## src/rtl/map_rom_arbiter_if.sv

```systemverilog
// Requester/ROM bundle for map_rom_arbiter.
// master = requesters and ROM side, slave = arbiter.
interface map_rom_arbiter_if #(
  parameter int ADDR_W = 16,
  parameter int DATA_W = 12
);
  logic              disp_req;
  logic [ADDR_W-1:0] disp_addr;
  logic [DATA_W-1:0] disp_rgb;
  logic              disp_valid;
  logic              disp_miss;

  logic              c0_req;
  logic [ADDR_W-1:0] c0_addr;
  logic              c0_gnt;
  logic [DATA_W-1:0] c0_rgb;
  logic              c0_valid;

  logic              c1_req;
  logic [ADDR_W-1:0] c1_addr;
  logic              c1_gnt;
  logic [DATA_W-1:0] c1_rgb;
  logic              c1_valid;

  logic [ADDR_W-1:0] rom_addr;
  logic [DATA_W-1:0] rom_rgb;

  modport slave (
    input  disp_req, disp_addr,
    input  c0_req, c0_addr,
    input  c1_req, c1_addr,
    input  rom_rgb,
    output disp_rgb, disp_valid, disp_miss,
    output c0_gnt, c0_rgb, c0_valid,
    output c1_gnt, c1_rgb, c1_valid,
    output rom_addr
  );

  modport master (
    output disp_req, disp_addr,
    output c0_req, c0_addr,
    output c1_req, c1_addr,
    output rom_rgb,
    input  disp_rgb, disp_valid, disp_miss,
    input  c0_gnt, c0_rgb, c0_valid,
    input  c1_gnt, c1_rgb, c1_valid,
    input  rom_addr
  );
endinterface

```

## src/rtl/map_rom_arbiter.sv

```systemverilog
// Display-priority arbiter with round-robin collision probes on one map ROM port.
// Define MAP_ARB_STARVE_EN to let starved collision probes override display.
module map_rom_arbiter #(
  parameter int ADDR_W   = 16,
  parameter int DATA_W   = 12,
  parameter int ROM_LAT  = 1,
  parameter int MAX_WAIT = 1023
) (
  input logic              clk,
  input logic              rst,
  map_rom_arbiter_if.slave bus
);

  typedef enum logic [1:0] {
    T_NONE,
    T_DISP,
    T_C0,
    T_C1
  } tag_t;

  if (ROM_LAT < 1 || ROM_LAT > 4) begin : g_lat_chk
    $error("ROM_LAT must be 1..4");
  end
  if (MAX_WAIT < 1) begin : g_wait_chk
    $error("MAX_WAIT must be positive");
  end

  logic              c0_gnt_q;
  logic              c1_gnt_q;
  logic              rr_q;
  logic [ADDR_W-1:0] rom_addr_q;
  logic [ADDR_W-1:0] rom_addr_d;
  tag_t              tag_q [ROM_LAT+1];
  tag_t              tag_out;
  logic [DATA_W-1:0] disp_rgb_q;
  logic [DATA_W-1:0] c0_rgb_q;
  logic [DATA_W-1:0] c1_rgb_q;
  logic              disp_valid_q;
  logic              c0_valid_q;
  logic              c1_valid_q;

  logic              c0_e;
  logic              c1_e;
  logic              s0;
  logic              s1;
  logic              ovr;
  logic              dsel;
  logic              csel;
  tag_t              win;

`ifdef MAP_ARB_STARVE_EN
  localparam int WW = $clog2(MAX_WAIT + 1);

  logic [WW-1:0]    w0_q;
  logic [WW-1:0]    w1_q;
  logic [ROM_LAT:0] miss_q;
  logic             disp_miss_q;
`endif

  // A probe is deaf in the cycle its grant pulse is out.
  always_comb begin
    c0_e = bus.c0_req & ~c0_gnt_q;
    c1_e = bus.c1_req & ~c1_gnt_q;
    s0   = 1'b0;
    s1   = 1'b0;
`ifdef MAP_ARB_STARVE_EN
    s0   = c0_e & (w0_q == WW'(MAX_WAIT));
    s1   = c1_e & (w1_q == WW'(MAX_WAIT));
`endif
    ovr  = s0 | s1;
    dsel = ~ovr & bus.disp_req;
    csel = ~ovr & ~bus.disp_req & (c0_e | c1_e);
    win  = T_NONE;
    unique case (1'b1)
      ovr:     win = (s0 & (~s1 | ~rr_q)) ? T_C0 : T_C1;
      dsel:    win = T_DISP;
      csel:    win = (c0_e & (~c1_e | ~rr_q)) ? T_C0 : T_C1;
      default: win = T_NONE;
    endcase
  end

  always_comb begin
    rom_addr_d = rom_addr_q;
    unique case (win)
      T_DISP:  rom_addr_d = bus.disp_addr;
      T_C0:    rom_addr_d = bus.c0_addr;
      T_C1:    rom_addr_d = bus.c1_addr;
      default: rom_addr_d = rom_addr_q;
    endcase
  end

  assign tag_out = tag_q[ROM_LAT];

  always_ff @(posedge clk or negedge rst) begin
    if (!rst) begin
      rom_addr_q   <= '0;
      c0_gnt_q     <= 1'b0;
      c1_gnt_q     <= 1'b0;
      rr_q         <= 1'b0;
      disp_rgb_q   <= '0;
      c0_rgb_q     <= '0;
      c1_rgb_q     <= '0;
      disp_valid_q <= 1'b0;
      c0_valid_q   <= 1'b0;
      c1_valid_q   <= 1'b0;
      for (int i = 0; i <= ROM_LAT; i++) begin
        tag_q[i] <= T_NONE;
      end
    end else begin
      rom_addr_q <= rom_addr_d;
      c0_gnt_q   <= (win == T_C0);
      c1_gnt_q   <= (win == T_C1);
      if (win == T_C0) begin
        rr_q <= 1'b1;
      end else if (win == T_C1) begin
        rr_q <= 1'b0;
      end
      tag_q[0] <= win;
      for (int i = 1; i <= ROM_LAT; i++) begin
        tag_q[i] <= tag_q[i-1];
      end
      disp_valid_q <= (tag_out == T_DISP);
      c0_valid_q   <= (tag_out == T_C0);
      c1_valid_q   <= (tag_out == T_C1);
      if (tag_out == T_DISP) begin
        disp_rgb_q <= bus.rom_rgb;
      end
      if (tag_out == T_C0) begin
        c0_rgb_q <= bus.rom_rgb;
      end
      if (tag_out == T_C1) begin
        c1_rgb_q <= bus.rom_rgb;
      end
    end
  end

`ifdef MAP_ARB_STARVE_EN
  // Wait counters saturate; the miss bit follows the tag pipeline.
  always_ff @(posedge clk or negedge rst) begin
    if (!rst) begin
      w0_q        <= '0;
      w1_q        <= '0;
      miss_q      <= '0;
      disp_miss_q <= 1'b0;
    end else begin
      if (win == T_C0) begin
        w0_q <= '0;
      end else if (c0_e && w0_q != WW'(MAX_WAIT)) begin
        w0_q <= w0_q + 1'b1;
      end
      if (win == T_C1) begin
        w1_q <= '0;
      end else if (c1_e && w1_q != WW'(MAX_WAIT)) begin
        w1_q <= w1_q + 1'b1;
      end
      miss_q      <= {miss_q[ROM_LAT-1:0], ovr & bus.disp_req};
      disp_miss_q <= miss_q[ROM_LAT];
    end
  end

  assign bus.disp_miss = disp_miss_q;
`else
  assign bus.disp_miss = 1'b0;
`endif

  assign bus.rom_addr   = rom_addr_q;
  assign bus.c0_gnt     = c0_gnt_q;
  assign bus.c1_gnt     = c1_gnt_q;
  assign bus.disp_rgb   = disp_rgb_q;
  assign bus.disp_valid = disp_valid_q;
  assign bus.c0_rgb     = c0_rgb_q;
  assign bus.c0_valid   = c0_valid_q;
  assign bus.c1_rgb     = c1_rgb_q;
  assign bus.c1_valid   = c1_valid_q;

endmodule

```

## src/flat_wrapper.sv

```systemverilog
// flat-port wrapper written by rule: the top's interface ports become plain ports
module map_rom_arbiter_flat 
#(
  parameter int ADDR_W   = 16,
  parameter int DATA_W   = 12,
  parameter int ROM_LAT  = 1,
  parameter int MAX_WAIT = 1023
)
  (clk, rst, bus_disp_req, bus_disp_addr, bus_c0_req, bus_c0_addr, bus_c1_req, bus_c1_addr, bus_rom_rgb, bus_disp_rgb, bus_disp_valid, bus_disp_miss, bus_c0_gnt, bus_c0_rgb, bus_c0_valid, bus_c1_gnt, bus_c1_rgb, bus_c1_valid, bus_rom_addr);
  map_rom_arbiter_if #(.ADDR_W(ADDR_W), .DATA_W(DATA_W)) bus_i ();
  input logic clk;
  input logic rst;
  input wire logic [$bits(bus_i.disp_req)-1:0] bus_disp_req;
  input wire logic [$bits(bus_i.disp_addr)-1:0] bus_disp_addr;
  input wire logic [$bits(bus_i.c0_req)-1:0] bus_c0_req;
  input wire logic [$bits(bus_i.c0_addr)-1:0] bus_c0_addr;
  input wire logic [$bits(bus_i.c1_req)-1:0] bus_c1_req;
  input wire logic [$bits(bus_i.c1_addr)-1:0] bus_c1_addr;
  input wire logic [$bits(bus_i.rom_rgb)-1:0] bus_rom_rgb;
  output wire logic [$bits(bus_i.disp_rgb)-1:0] bus_disp_rgb;
  output wire logic [$bits(bus_i.disp_valid)-1:0] bus_disp_valid;
  output wire logic [$bits(bus_i.disp_miss)-1:0] bus_disp_miss;
  output wire logic [$bits(bus_i.c0_gnt)-1:0] bus_c0_gnt;
  output wire logic [$bits(bus_i.c0_rgb)-1:0] bus_c0_rgb;
  output wire logic [$bits(bus_i.c0_valid)-1:0] bus_c0_valid;
  output wire logic [$bits(bus_i.c1_gnt)-1:0] bus_c1_gnt;
  output wire logic [$bits(bus_i.c1_rgb)-1:0] bus_c1_rgb;
  output wire logic [$bits(bus_i.c1_valid)-1:0] bus_c1_valid;
  output wire logic [$bits(bus_i.rom_addr)-1:0] bus_rom_addr;
  assign bus_i.disp_req = bus_disp_req;
  assign bus_i.disp_addr = bus_disp_addr;
  assign bus_i.c0_req = bus_c0_req;
  assign bus_i.c0_addr = bus_c0_addr;
  assign bus_i.c1_req = bus_c1_req;
  assign bus_i.c1_addr = bus_c1_addr;
  assign bus_i.rom_rgb = bus_rom_rgb;
  assign bus_disp_rgb = bus_i.disp_rgb;
  assign bus_disp_valid = bus_i.disp_valid;
  assign bus_disp_miss = bus_i.disp_miss;
  assign bus_c0_gnt = bus_i.c0_gnt;
  assign bus_c0_rgb = bus_i.c0_rgb;
  assign bus_c0_valid = bus_i.c0_valid;
  assign bus_c1_gnt = bus_i.c1_gnt;
  assign bus_c1_rgb = bus_i.c1_rgb;
  assign bus_c1_valid = bus_i.c1_valid;
  assign bus_rom_addr = bus_i.rom_addr;
  map_rom_arbiter #(.ADDR_W(ADDR_W), .DATA_W(DATA_W), .ROM_LAT(ROM_LAT), .MAX_WAIT(MAX_WAIT)) u_core (.clk(clk), .rst(rst), .bus(bus_i));
endmodule
```

## config.mk

```make
export PLATFORM = sky130hd
export DESIGN_NAME = map_rom_arbiter_flat
export DESIGN_NICKNAME = d
export VERILOG_FILES = /design/src/rtl/map_rom_arbiter_if.sv /design/src/rtl/map_rom_arbiter.sv /design/src/flat_wrapper.sv
export SDC_FILE = /design/constraint.sdc
export NUM_CORES = 1
export LEC_CHECK = 0
export BUFFER_PORTS_ARGS = -buffer_cell sky130_fd_sc_hd__clkbuf_2
export CAP_MARGIN = 10
export CORE_UTILIZATION = 43
export DETAILED_ROUTE_END_ITERATION = 7
export PLACE_DENSITY_LB_ADDON = 0.15
export SLEW_MARGIN = 25
export SYNTH_ARGS = -nofsm -noshare
export SYNTH_HDL_FRONTEND = slang
export SYNTH_SLANG_ARGS = --single-unit
```

## constraint.sdc

```tcl
create_clock -name clk -period 1.87 [get_ports clk]
set_input_delay 0.0935 -clock clk [delete_from_list [all_inputs] [get_ports clk]]
set_output_delay 0.0935 -clock clk [all_outputs]
set_load 0.03 [all_outputs]
```

==> results.yml <==
status:
  status: "completed"
setup_path:
  critPathSlowestCell: "dfrtp_1"
  crit_start: "u_core.bus.c0_gnt$_DFF_PN0_"
  critPathLaunchType: "register"
  critical_path_arrival_ns: 1.78
  crit_path_end_kind: "register"
  reg2reg_from: "u_core.bus.c0_gnt$_DFF_PN0_"
  crit_chain: "nand2b_1 > buf_4 > nor4b_1 > o32a_1"
  path_class: "register to register"
  worstPathMaxFanout: 7
  crit_path_max_incr_delay_ns: 0.41
  required_ns: 2.14
timing:
  maxSlewViolCount: 0
  hold_violations: 0
  relSlewSlack: 0.6027
  min_period_over_period: 0.8107
  worst_pin_slew_ns: 0.5960
  finalSetupViolCount: 0
  period_minus_slack_ns: 1.516
  whs_ns: 0.01915
  fin_setup_tns_ns: 0
  fmax_ghz: 0.6596
  rsz0062_at_grt: "false"
  clock_skew_ns: 0.006043
  worst_slack_ns: 0.3539
yosys:
  synth_flop_cell: "dfrtp_1"
  syn_inst: 222
  async_reset_ff_frac: 1.000
  ys_warn_count: 0
  synth_cell_type_count: 22
  ys_seq_area_frac: 0.5499
  syn_area_per_cell_um2: 12.71
  syn_nets: 287
  ys_ff_latch: 62
  synth_area_mm2: 0.002821
  synth_edf_count: 0
die:
  ios: 123
  die_w_um: 83.01
  core_mm2: 0.006350
  die-area_mm2: 0.006890
  die_h_um: 83.01
  rows: 29
  start_util: 0.4443
worst_hold_path:
  hp-start: "bus_rom_rgb[11]"
  hold_class: "input pin to register"
global_routing:
  gr-usage-met3: 0.05368
  grt_pass1_wl_um: 11450
  grt.overflow.total: 0
  grt_busiest_layer: "met2"
  use_met2: 0.3458
  use_met1: 0.2686
  antenna_found_initial: 0
  grt_pass1_vias: 2321
  grt_start_max_net_pins: 30
  track_usage: 0.2111
detailed_routing:
  drt-pass1-iter-count: 4
  wl_um: 6817
  vias: 2316
  antenna_left: 0
  wl_per_cell_um: 15.82
  vias_per_cell: 5.374
  post-route-drc-count: 0
  drt_iter0_drc: 72
final_layout:
  area_growth_pct: 33.70
  layout-drive-gt1-share: 0.5424
  num_antenna_cells: 0
  mostFrequentLayoutCells: "clkbuf_2 (120), dfrtp_1 (62), mux2_2 (36), nor4b_1 (32), buf_4 (18)"
  fin_nets: 414
  final_area_mm2: 0.003772
  final_common_cell: "clkbuf_2"
  final_core_util: 0.5941
  stdcell_count: 431
power_and_ir_drop:
  power_mw: 4.279
  pwr_density_cell_mw_per_mm2: 1134
  vdd_drop_max_uv: 630.9
  p_leak_nw: 1.790
clock_network:
  cts_buffer_depth: 2
  clkLatencyLatePin_ns: 0.33
  htreeDepth: 3
  cts_sinks: 62
  clk_pin_slew_ns: 0.07
  cts_tree: "built"
  cts_made_buffers: 9
  ctsResizeCount: 0
  cts-root-buf: "clkbuf_8"
place:
  portBuffers: 121
  dp_slack_ns: 0.3893
  gp_congestion: 0.7994
  hpwl_um: 4888
  dp_cells: 414
  placed_area_mm2: 0.003548
run:
  drv_cap: 0
## Yosys cell counts (2+ instances only)
cell      number  area share
buf_2         13       0.023
dfrtp_1       62        0.55
clkbuf_1       6      0.0080
o32a_1        16       0.057
nand2_1       17       0.023
nor4b_1       32       0.099
mux2_2        36        0.14
inv_1          3      0.0040
buf_1          2      0.0027
nor3_1         2      0.0035
nor2b_1        3      0.0067
o31ai_1       16       0.043
nand2b_1       3      0.0067
buf_6          2      0.0080
o21bai_1       2      0.0053
## state kept, by name (all words and copies together) (netlist names), 2 cells and up
signal / flops
u_core.tag_out: 2
u_core.bus.disp_rgb: 12
u_core.bus.c0_rgb: 12
u_core.tag_q: 2
u_core.bus.rom_addr: 16
u_core.bus.c1_rgb: 12
## kinds of logic after synthesis
kind of cell    synth area share
flops                     0.5499
simple gates              0.1486
compound gates            0.1064
buf+inv                  0.05011
mux                       0.1437
other cells             0.001329
## per-layer routing
| layer | share of wire | up-vias |
|---|---|---|
| met5 | 0 | - |
| met4 | 0.0069 | 0 |
| met3 | 0.064 | 6 |
| met2 | 0.50 | 108 |
| met1 | 0.43 | 1108 |
| li1 | - | 1094 |
## report_power, final
group | total, mW | switching (mW) | internal [mW]
clock network | 1.28 | 0.530 | 0.748
logic | 1.30 | 0.821 | 0.477
registers | 1.70 | 0.122 | 1.58
total | 4.28 | 1.47 | 2.81
## worst paths after layout
| path | end | slack [ns] | depth (start not counted) |
|---|---|---|---|
| max in group asynchronous | u_core.bus.c1_rgb[10]$_DFFE_PN0P_ | 1.03 | 3 |
| min in group asynchronous | u_core.bus.c0_rgb[0]$_DFFE_PN0P_ | 0.25 | 2 |
| worst max-delay path | u_core.bus.rom_addr[11]$_DFFE_PN0P_ | 0.35 | 4 |
| worst min-delay path | u_core.bus.c1_rgb[11]$_DFFE_PN0P_ | 0.02 | 2 |
| worst min register to register | u_core.tag_out[0]$_DFF_PN0_ | 0.35 | 0 |
| worst max register to register | u_core.bus.rom_addr[11]$_DFFE_PN0P_ | 0.35 | 4 |
## area by class of cell
class / instances / area, um2
inverter: 3 / 11.26
sequential: 62 / 1551
multi-input combinational: 132 / 1129
timing repair buffer: 141 / 770.7
fill: 549 / 2577
tap: 77 / 96.34
clock buffer: 10 / 127.6
clock inverter: 6 / 86.33
## repair_timing
item                      CTS  global route
hold buffers                1             0
hold endpoints to repair   18             0
buffers inserted            0             0
## worst max-delay path, delay by kind of cell (launching register included)
| family | cells | cell delay [ns] |
|---|---|---|
| DFF | 1 | 0.41 |
| AOI/OAI and AO/OA | 1 | 0.21 |
| buffers and inverters | 1 | 0.23 |
| and+or+nand+nor | 2 | 0.59 |
(Power assumes the default switching activity.)
